### src/rtl/fpu_wb_buf_pkg.sv
// Shared FPU constants: IEEE-754 single field positions and default tag width.
// Helper: exp_is_zero() flags a result whose exponent field is all zeros.
package fpu_wb_buf_pkg;

  localparam int SIGN_BIT = 31;
  localparam int EXP_MSB  = 30;
  localparam int EXP_LSB  = 23;
  localparam int MAN_MSB  = 22;
  localparam int MAN_LSB  = 0;
  localparam int FPU_TAGW = 5;

  function automatic logic exp_is_zero(
    input logic [31:0] d
  );
    return d[EXP_MSB:EXP_LSB] == '0;
  endfunction

endpackage

### src/rtl/fpu_wb_buf_if.sv
// Converter-to-writeback handshake bundle: in_* push side, out_* pop side.
// slave = buffer view, master = producer/consumer (bench) view.
interface fpu_wb_buf_if #(
  parameter int TAGW = fpu_wb_buf_pkg::FPU_TAGW
) ();

  logic            in_valid;
  logic            in_ready;
  logic [31:0]     in_data;
  logic [TAGW-1:0] in_tag;
  logic            out_valid;
  logic            out_ready;
  logic [31:0]     out_data;
  logic [TAGW-1:0] out_tag;
  logic            out_zero;

  modport slave (
    input  in_valid, in_data, in_tag, out_ready,
    output in_ready, out_valid, out_data, out_tag, out_zero
  );

  modport master (
    output in_valid, in_data, in_tag, out_ready,
    input  in_ready, out_valid, out_data, out_tag, out_zero
  );

endinterface

### src/rtl/fpu_wb_ram.sv
// Result storage: DEPTH x W, one synchronous write port, one async read port.
// Ports: clk, we/waddr/wdata write side, raddr/rdata read side.
module fpu_wb_ram #(
  parameter int DEPTH = 4,
  parameter int W     = 38,
  localparam int AW   = $clog2(DEPTH)
) (
  input  logic          clk,
  input  logic          we,
  input  logic [AW-1:0] waddr,
  input  logic [W-1:0]  wdata,
  input  logic [AW-1:0] raddr,
  output logic [W-1:0]  rdata
);

  logic [W-1:0] mem [DEPTH];

  always_ff @(posedge clk) begin
    if (we) mem[waddr] <= wdata;
  end

  assign rdata = mem[raddr];

endmodule

### src/rtl/fpu_wb_buf.sv
// FIFO between int-to-float converter and FP writeback (clk, rst, flush, bus, count).
// Optional macro FPU_WB_BYPASS_EN: empty-buffer results pass straight to the output.
module fpu_wb_buf
  import fpu_wb_buf_pkg::*;
#(
  parameter int DEPTH = 4,
  parameter int TAGW  = FPU_TAGW
) (
  input  logic                   clk,
  input  logic                   rst,
  input  logic                   flush,
  fpu_wb_buf_if.slave            bus,
  output logic [$clog2(DEPTH):0] count
);

  localparam int AW = $clog2(DEPTH);
  localparam int CW = AW + 1;
  localparam int EW = 32 + TAGW + 1;

  logic [AW-1:0] wptr;
  logic [AW-1:0] rptr;
  logic [CW-1:0] cnt;
  logic [EW-1:0] wentry;
  logic [EW-1:0] rentry;
  logic          stored;
  logic          full;
  logic          push;
  logic          pop;

  // entry layout: {zero, tag, data}
  assign wentry = {exp_is_zero(bus.in_data), bus.in_tag, bus.in_data};

  assign stored       = cnt != '0;
  assign full         = cnt == CW'(DEPTH);
  assign bus.in_ready = !full || bus.out_ready;
  assign pop          = stored && bus.out_ready;
  assign count        = cnt;

`ifdef FPU_WB_BYPASS_EN
  logic byp;
  assign byp  = !stored && bus.in_valid;
  // a bypassed result taken this cycle is never stored
  assign push = bus.in_valid && bus.in_ready
             && !(byp && bus.out_ready);
  assign bus.out_valid = stored || byp;
  assign bus.out_data  = stored ? rentry[31:0]
                       : byp ? bus.in_data : '0;
  assign bus.out_tag   = stored ? rentry[32 +: TAGW]
                       : byp ? bus.in_tag : '0;
  assign bus.out_zero  = stored ? rentry[EW-1]
                       : byp && wentry[EW-1];
`else
  assign push          = bus.in_valid && bus.in_ready;
  assign bus.out_valid = stored;
  // outputs read as zero while empty so stale slots never leak
  assign bus.out_data  = stored ? rentry[31:0] : '0;
  assign bus.out_tag   = stored ? rentry[32 +: TAGW] : '0;
  assign bus.out_zero  = stored && rentry[EW-1];
`endif

  fpu_wb_ram #(
    .DEPTH (DEPTH),
    .W     (EW)
  ) u_ram (
    .clk   (clk),
    .we    (push),
    .waddr (wptr),
    .wdata (wentry),
    .raddr (rptr),
    .rdata (rentry)
  );

  // power-of-two DEPTH: pointers wrap naturally
  always_ff @(posedge clk) begin
    if (rst) begin
      wptr <= '0;
      rptr <= '0;
      cnt  <= '0;
    end else if (flush) begin
      wptr <= '0;
      rptr <= '0;
      cnt  <= '0;
    end else begin
      if (push) wptr <= wptr + 1'b1;
      if (pop)  rptr <= rptr + 1'b1;
      cnt <= cnt + CW'(push) - CW'(pop);
    end
  end

endmodule

### src/flat_wrapper.sv
// flat-port wrapper written by rule: the top's interface ports become plain ports
module fpu_wb_buf_flat import fpu_wb_buf_pkg::*;
#(
  parameter int DEPTH = 4,
  parameter int TAGW  = FPU_TAGW
)
  (clk, rst, flush, count, bus_in_valid, bus_in_data, bus_in_tag, bus_out_ready, bus_in_ready, bus_out_valid, bus_out_data, bus_out_tag, bus_out_zero);
  fpu_wb_buf_if #(.TAGW(TAGW)) bus_i ();
  input  logic clk;
  input  logic rst;
  input  logic flush;
  output logic [$clog2(DEPTH):0] count;
  input wire logic [$bits(bus_i.in_valid)-1:0] bus_in_valid;
  input wire logic [$bits(bus_i.in_data)-1:0] bus_in_data;
  input wire logic [$bits(bus_i.in_tag)-1:0] bus_in_tag;
  input wire logic [$bits(bus_i.out_ready)-1:0] bus_out_ready;
  output wire logic [$bits(bus_i.in_ready)-1:0] bus_in_ready;
  output wire logic [$bits(bus_i.out_valid)-1:0] bus_out_valid;
  output wire logic [$bits(bus_i.out_data)-1:0] bus_out_data;
  output wire logic [$bits(bus_i.out_tag)-1:0] bus_out_tag;
  output wire logic [$bits(bus_i.out_zero)-1:0] bus_out_zero;
  assign bus_i.in_valid = bus_in_valid;
  assign bus_i.in_data = bus_in_data;
  assign bus_i.in_tag = bus_in_tag;
  assign bus_i.out_ready = bus_out_ready;
  assign bus_in_ready = bus_i.in_ready;
  assign bus_out_valid = bus_i.out_valid;
  assign bus_out_data = bus_i.out_data;
  assign bus_out_tag = bus_i.out_tag;
  assign bus_out_zero = bus_i.out_zero;
  fpu_wb_buf #(.DEPTH(DEPTH), .TAGW(TAGW)) u_core (.clk(clk), .rst(rst), .flush(flush), .bus(bus_i), .count(count));
endmodule
### config.mk
export PLATFORM = sky130hd
export DESIGN_NAME = fpu_wb_buf_flat
export DESIGN_NICKNAME = d
export VERILOG_FILES = /design/src/rtl/fpu_wb_buf_pkg.sv /design/src/rtl/fpu_wb_buf_if.sv /design/src/rtl/fpu_wb_ram.sv /design/src/rtl/fpu_wb_buf.sv /design/src/flat_wrapper.sv
export SDC_FILE = /design/constraint.sdc
export NUM_CORES = 1
export LEC_CHECK = 0
export ABC_CLOCK_PERIOD_IN_PS = 2800
export CAP_MARGIN = 20
export CORE_MARGIN = 3
export CORE_UTILIZATION = 54
export CTS_BUF_LIST = sky130_fd_sc_hd__clkbuf_8 sky130_fd_sc_hd__clkbuf_16
export CTS_CLUSTER_SIZE = 40
export DETAILED_ROUTE_END_ITERATION = 7
export HOLD_SLACK_MARGIN = 0.1
export PLACE_DENSITY = 0.86
export SYNTH_ARGS = -nofsm -noshare
export SYNTH_HDL_FRONTEND = slang
export SYNTH_SLANG_ARGS = --single-unit
export TNS_END_PERCENT = 1
### constraint.sdc
create_clock -name clk -period 2.8 [get_ports clk]
set_clock_uncertainty 0.05 [all_clocks]
set_input_delay 0.42 -clock clk [delete_from_list [all_inputs] [get_ports clk]]
set_output_delay 0.42 -clock clk [all_outputs]
set_load 0.01 [all_outputs]
After elaboration in Yosys (flattened, before gate mapping) --
Memory sizes are Yosys's and may differ from the RTL's. A register that Yosys moved wholly into a read port is not among the register bits. Index checks and enable logic that the tools add are counted.
Cells by class: $add $sub $neg 4, reduce and logical (&&, ||, !) cells 8, multiplexer cells 6, equality and inequality tests 1
Operators with widths (count):
- 32-bit two-way mux | 1
- 8-bit zero test | 1
- 5-bit two-way mux | 1
- 2-bit by 1-bit adder with 2-bit output, second input constant | 2
- 2-bit two-way mux | 2
- 3-bit by 1-bit adder with 3-bit output | 1
- 3-bit == test, second input constant | 1
- 1-bit logical AND | 3
- 3-bit nonzero test | 1
- 3-bit by 1-bit subtractor with 3-bit output | 1
- 1-bit two-way mux | 2
- 2-bit OR reduction | 1
- 1-bit zero test | 1
- 1-bit logical OR | 1
Word-level totals: memories 1, bits in writable memories 152, bits in registers 7, input bits 42, word-level logic and storage cells 23
Memory list:
- u_core.u_ram.mem | depth 4, bits a word 38, read ports 1, clocked after memory_dff 1, wr ports 1, RTL line fpu_wb_ram.sv:16 | logic [W-1:0] mem [DEPTH];

Logic depth before layout (Yosys ltp) --
depth after elaboration 6, depth in mapped cells 11

By module --
From an unflattened synthesis, not the netlist that was laid out.
Second synthesis, totals: cells, all modules 284, area, all modules 6175.9 sq um
Modules (own cells, without submodules):
- fpu_wb_ram | cells an instance 202, area an instance 5529.1 sq um, sequential area each 4564.4 sq um, instances 1
- fpu_wb_buf | cells an instance 82, area an instance 646.9 sq um, sequential area each 140.1 sq um, instances 1

Least setup slack after synthesis --
No wires, ideal clock.
path kind reg-to-reg, start register u_core.cnt[1] (netlist: u_core.count[1]), end register u_core.cnt[2] (netlist: u_core.count[2]), data required time 2.635 ns, path buffers 1, library setup time 0.115 ns, setup slack 0.240 ns, cell stages (with the launch flop) 12, arrival time 2.395 ns, cell sequence dfxtp_1 > nor3_1 > clkbuf_1 > nor2b_1 > ha_1 > inv_1 > ha_1 > inv_1 > fa_1 > xnor2_1 > xnor2_1 > and2_1
Between the ends: elaborated cells between the ends (all ways) 8, classes of those cells 2 x add/sub; 1 x eq/ne; 5 x reduce/logical
RTL lines:
- start: declaration | RTL line fpu_wb_buf.sv:22 | logic [CW-1:0] cnt;
- start signal: assignment | RTL line fpu_wb_buf.sv:86 | cnt <= cnt + CW'(push) - CW'(pop);
- 3-bit nonzero test | RTL line fpu_wb_buf.sv:33 | assign stored = cnt != '0;
- 1-bit logical AND | RTL line fpu_wb_buf.sv:36 | assign pop = stored && bus.out_ready;
- net u_core.pop | RTL line fpu_wb_buf.sv:28 | logic pop;
- 3-bit by 1-bit subtractor with 3-bit output | RTL line fpu_wb_buf.sv:86
The timed path passes the listed nets, and every way through them passes these cells. A chain may end at the register's enable or synchronous reset.

==> impl_metrics.env <==
export IMPL_fp_dieArea_um2=12800
export IMPL_cts_htree_levels=4
export IMPL_cts_tree="built"
export IMPL_yosysWarningCount=0
export IMPL_end_kind="output port"
export IMPL_grt_max_degree=39
export IMPL_antenna_found_initial=1
export IMPL_clock_root_buffer="clkbuf_16"
export IMPL_fin_setup_tns_ps=0
export IMPL_track_usage_pct=19.5
export IMPL_rsz0062_at_grt="no"
export IMPL_synth_nets=342
export IMPL_dp_hpwl_um=6700
export IMPL_whs_path_depth=2
export IMPL_power_leakage_nw=2.54
export IMPL_routedWlPerCell_um=21.9
export IMPL_io_pins=85
export IMPL_reg2reg_to="u_core.count[2]"
export IMPL_fin_crit_sh_pct=96.5
export IMPL_worstMarginPinSlew_ps=484
export IMPL_syn_area_um2=6210
export IMPL_critical_path_class="reg2out"
export IMPL_die_x_um=113
export IMPL_synthMostInstantiatedCell="edfxtp_1"
export IMPL_path_max_fanout=19
export IMPL_synth_seq_cells=161
export IMPL_clock_sinks=161
export IMPL_crit_end="bus_out_data[0]"
export IMPL_drive_above_1_share_pct=20.0
export IMPL_grt_overflow=0
export IMPL_synth_ff_type="edfxtp_1"
export IMPL_drc=0
export IMPL_setup_violations=0
export IMPL_gp_congestion=0.748
export IMPL_drt_iter0_drc=181
export IMPL_ir_drop_mv=0.599
export IMPL_grt_pass1_vias=3307
export IMPL_r2r_slack_ps=510
export IMPL_yosys_top_cells_count="edfxtp_1 (152), nor2b_1 (39), mux4_2 (38)"
export IMPL_drt_wl_total_um=11900
export IMPL_ys_types=26
export IMPL_path_clk_slew_ps=60
export IMPL_fp_dieH_um=113
export IMPL_grt_pass1_wl_um=18300
export IMPL_cp_required_ps=2330
export IMPL_slew_violations=0
export IMPL_min_from="u_core.wptr[1]"
export IMPL_layout_setup_ws_ps=97.3
export IMPL_synth_async_reset_ratio_pct=0
export IMPL_synth_cells=293
export IMPL_fin_crit_ps=2700
export IMPL_syn_to_final_growth_pct=27.9
export IMPL_slowest_delay_ps=540
export IMPL_synth_area_leaders="edfxtp_1 (73%), mux4_2 (14%), nor2b_1 (3.9%), dfxtp_1 (2.9%), ha_1 (1.2%)"
export IMPL_core_area_um2=11000
export IMPL_clk_latency_ps=410
export IMPL_cts_max_path_buffers=2
export IMPL_rows=38
export IMPL_hold_path_class="reg2reg"
export IMPL_p_per_area_nw_per_um2=729
export IMPL_place_ws_ps=131
export IMPL_first_pass_iters=4
export IMPL_num_vias=3060
export IMPL_cap_violations=0
export IMPL_yosys_area_top_type_share_pct=73.5
export IMPL_cts_setup_buffers=0
export IMPL_io_buffers=84
export IMPL_cts_buffers=17
export IMPL_avgSynthCellArea_um2=21.2
export IMPL_worst_r2r_path_depth=10
export IMPL_initial_core_util_pct=56.3
export IMPL_synth_edf_count=152
export IMPL_post_route_util_pct=72.0
export IMPL_crit_arrival_ps=2230
export IMPL_crit_path_top_delay_cell="mux4_2"
export IMPL_place_area_um2=7310
export IMPL_start_kind="register"
export IMPL_worstReg2RegStart="u_core.count[1]"
export IMPL_crit_chain="buf_16, mux4_2, nor2b_1, clkdlybuf4s50_1"
export IMPL_fillers=665
export IMPL_hold_viol_final=0
export IMPL_status="finished, final reports clean"
export IMPL_fin_nets=441
export IMPL_max_freq_mhz=370
export IMPL_via_per_inst=5.61
export IMPL_slew_headroom_pct=67.6
export IMPL_postRouteAntennaNets=0
export IMPL_synth_area_leader_cell="edfxtp_1"
export IMPL_ys_seq_area_share_pct=76.4
export IMPL_final_area_um2=7950
export IMPL_fin_hold_ws_ps=458
-- cell usage in the layout (no fill, tap or decap), types with 2 or more instances in the layout --
cell type	count
clkdlybuf4s50_1	84
and2_1	2
nor2b_1	39
and3_2	4
or4_1	2
o21ai_0	2
buf_12	5
clkbuf_16	18
nor3_1	2
clkinvlp_4	4
dfxtp_2	2
dfxtp_1	7
ha_1	6
mux4_2	38
xnor2_1	2
clkinv_1	3
nand2_1	4
edfxtp_1	152
bufinv_16	4
nor2_1	2
buf_4	2
inv_1	8
-- routing by layer --
layer	part of all wire, %	vias up	track usage, %	routed length [µm]
met1	39	1586	24.1	4620
li1	-	1375	-	-
met3	4.5	8	7.54	541
met4	0.85	0	5.29	102
met5	0	-	0	0
met2	56	91	32.5	6680
-- cell type report --
cell class              count  area (µm²)  share of cell area, %
multi-input cells         113        1390                   17.5
flip-flops and latches    161        4750                   59.7
clock inverters            14         174                   2.19
diodes                      1        2.50                 0.0315
repair buffers             93        1010                   12.7
inverters                   6        22.5                  0.283
well taps                 140         175                   2.20
clock buffers              17         425                   5.35
-- through the flow --
stage / total power [W] / std cells
after CTS: 0.00583 / 543
after floorplan: 0.00312 / 293
after detailed placement: 0.00352 / 512
after global routing: 0.00599 / 545
final: 0.00579 / 545
after global placement: 0.00350 / 512
-- sequential cells by signal, indices dropped and copies added (netlist names), named ones only --
| register | cells |
|---|---|
| u_core.count | 3 |
| u_core.u_ram.mem | 152 |
| u_core.rptr | 2 |
| u_core.wptr | 2 |
-- worst min-delay path by stage --
stage	slack, ps	end
floorplan	410	register
finish	460	u_core.wptr[1]
detailed placement	440	register
global route	480	u_core.rptr[0]
CTS	450	register
global placement	420	u_core.rptr[0]
-- power by group --
part / switching (W) / internal [W]
clock: 0.000857 / 0.00147
sequential: 0.0000321 / 0.00272
combinational: 0.000322 / 0.000398
total: 0.00121 / 0.00458
-- cells by family after synthesis --
group	count (synthesis)	synth area share (%)
AO/OA/AOI/OAI	4	0.383
XOR/XNOR	3	0.423
adder cells (fa/ha/maj)	7	1.53
flip-flops	161	76.4
buffers and inverters	19	1.41
AND/OR/NAND/NOR	60	5.96
multiplexers	39	13.9
-- critical path, delay by kind of cell (launching register included) --
family                 cells  cell delay, ps
buffers and inverters      2             700
multiplexers               1             540
flip-flops                 1             400
AND/OR/NAND/NOR            1             160
-- timing repair --
item                       in CTS  in global routing
hold buffers                    0                  0
resized for setup               0                  1
setup endpoints to repair       0                 30
No activity file was read; power rests on OpenSTA's default activity.
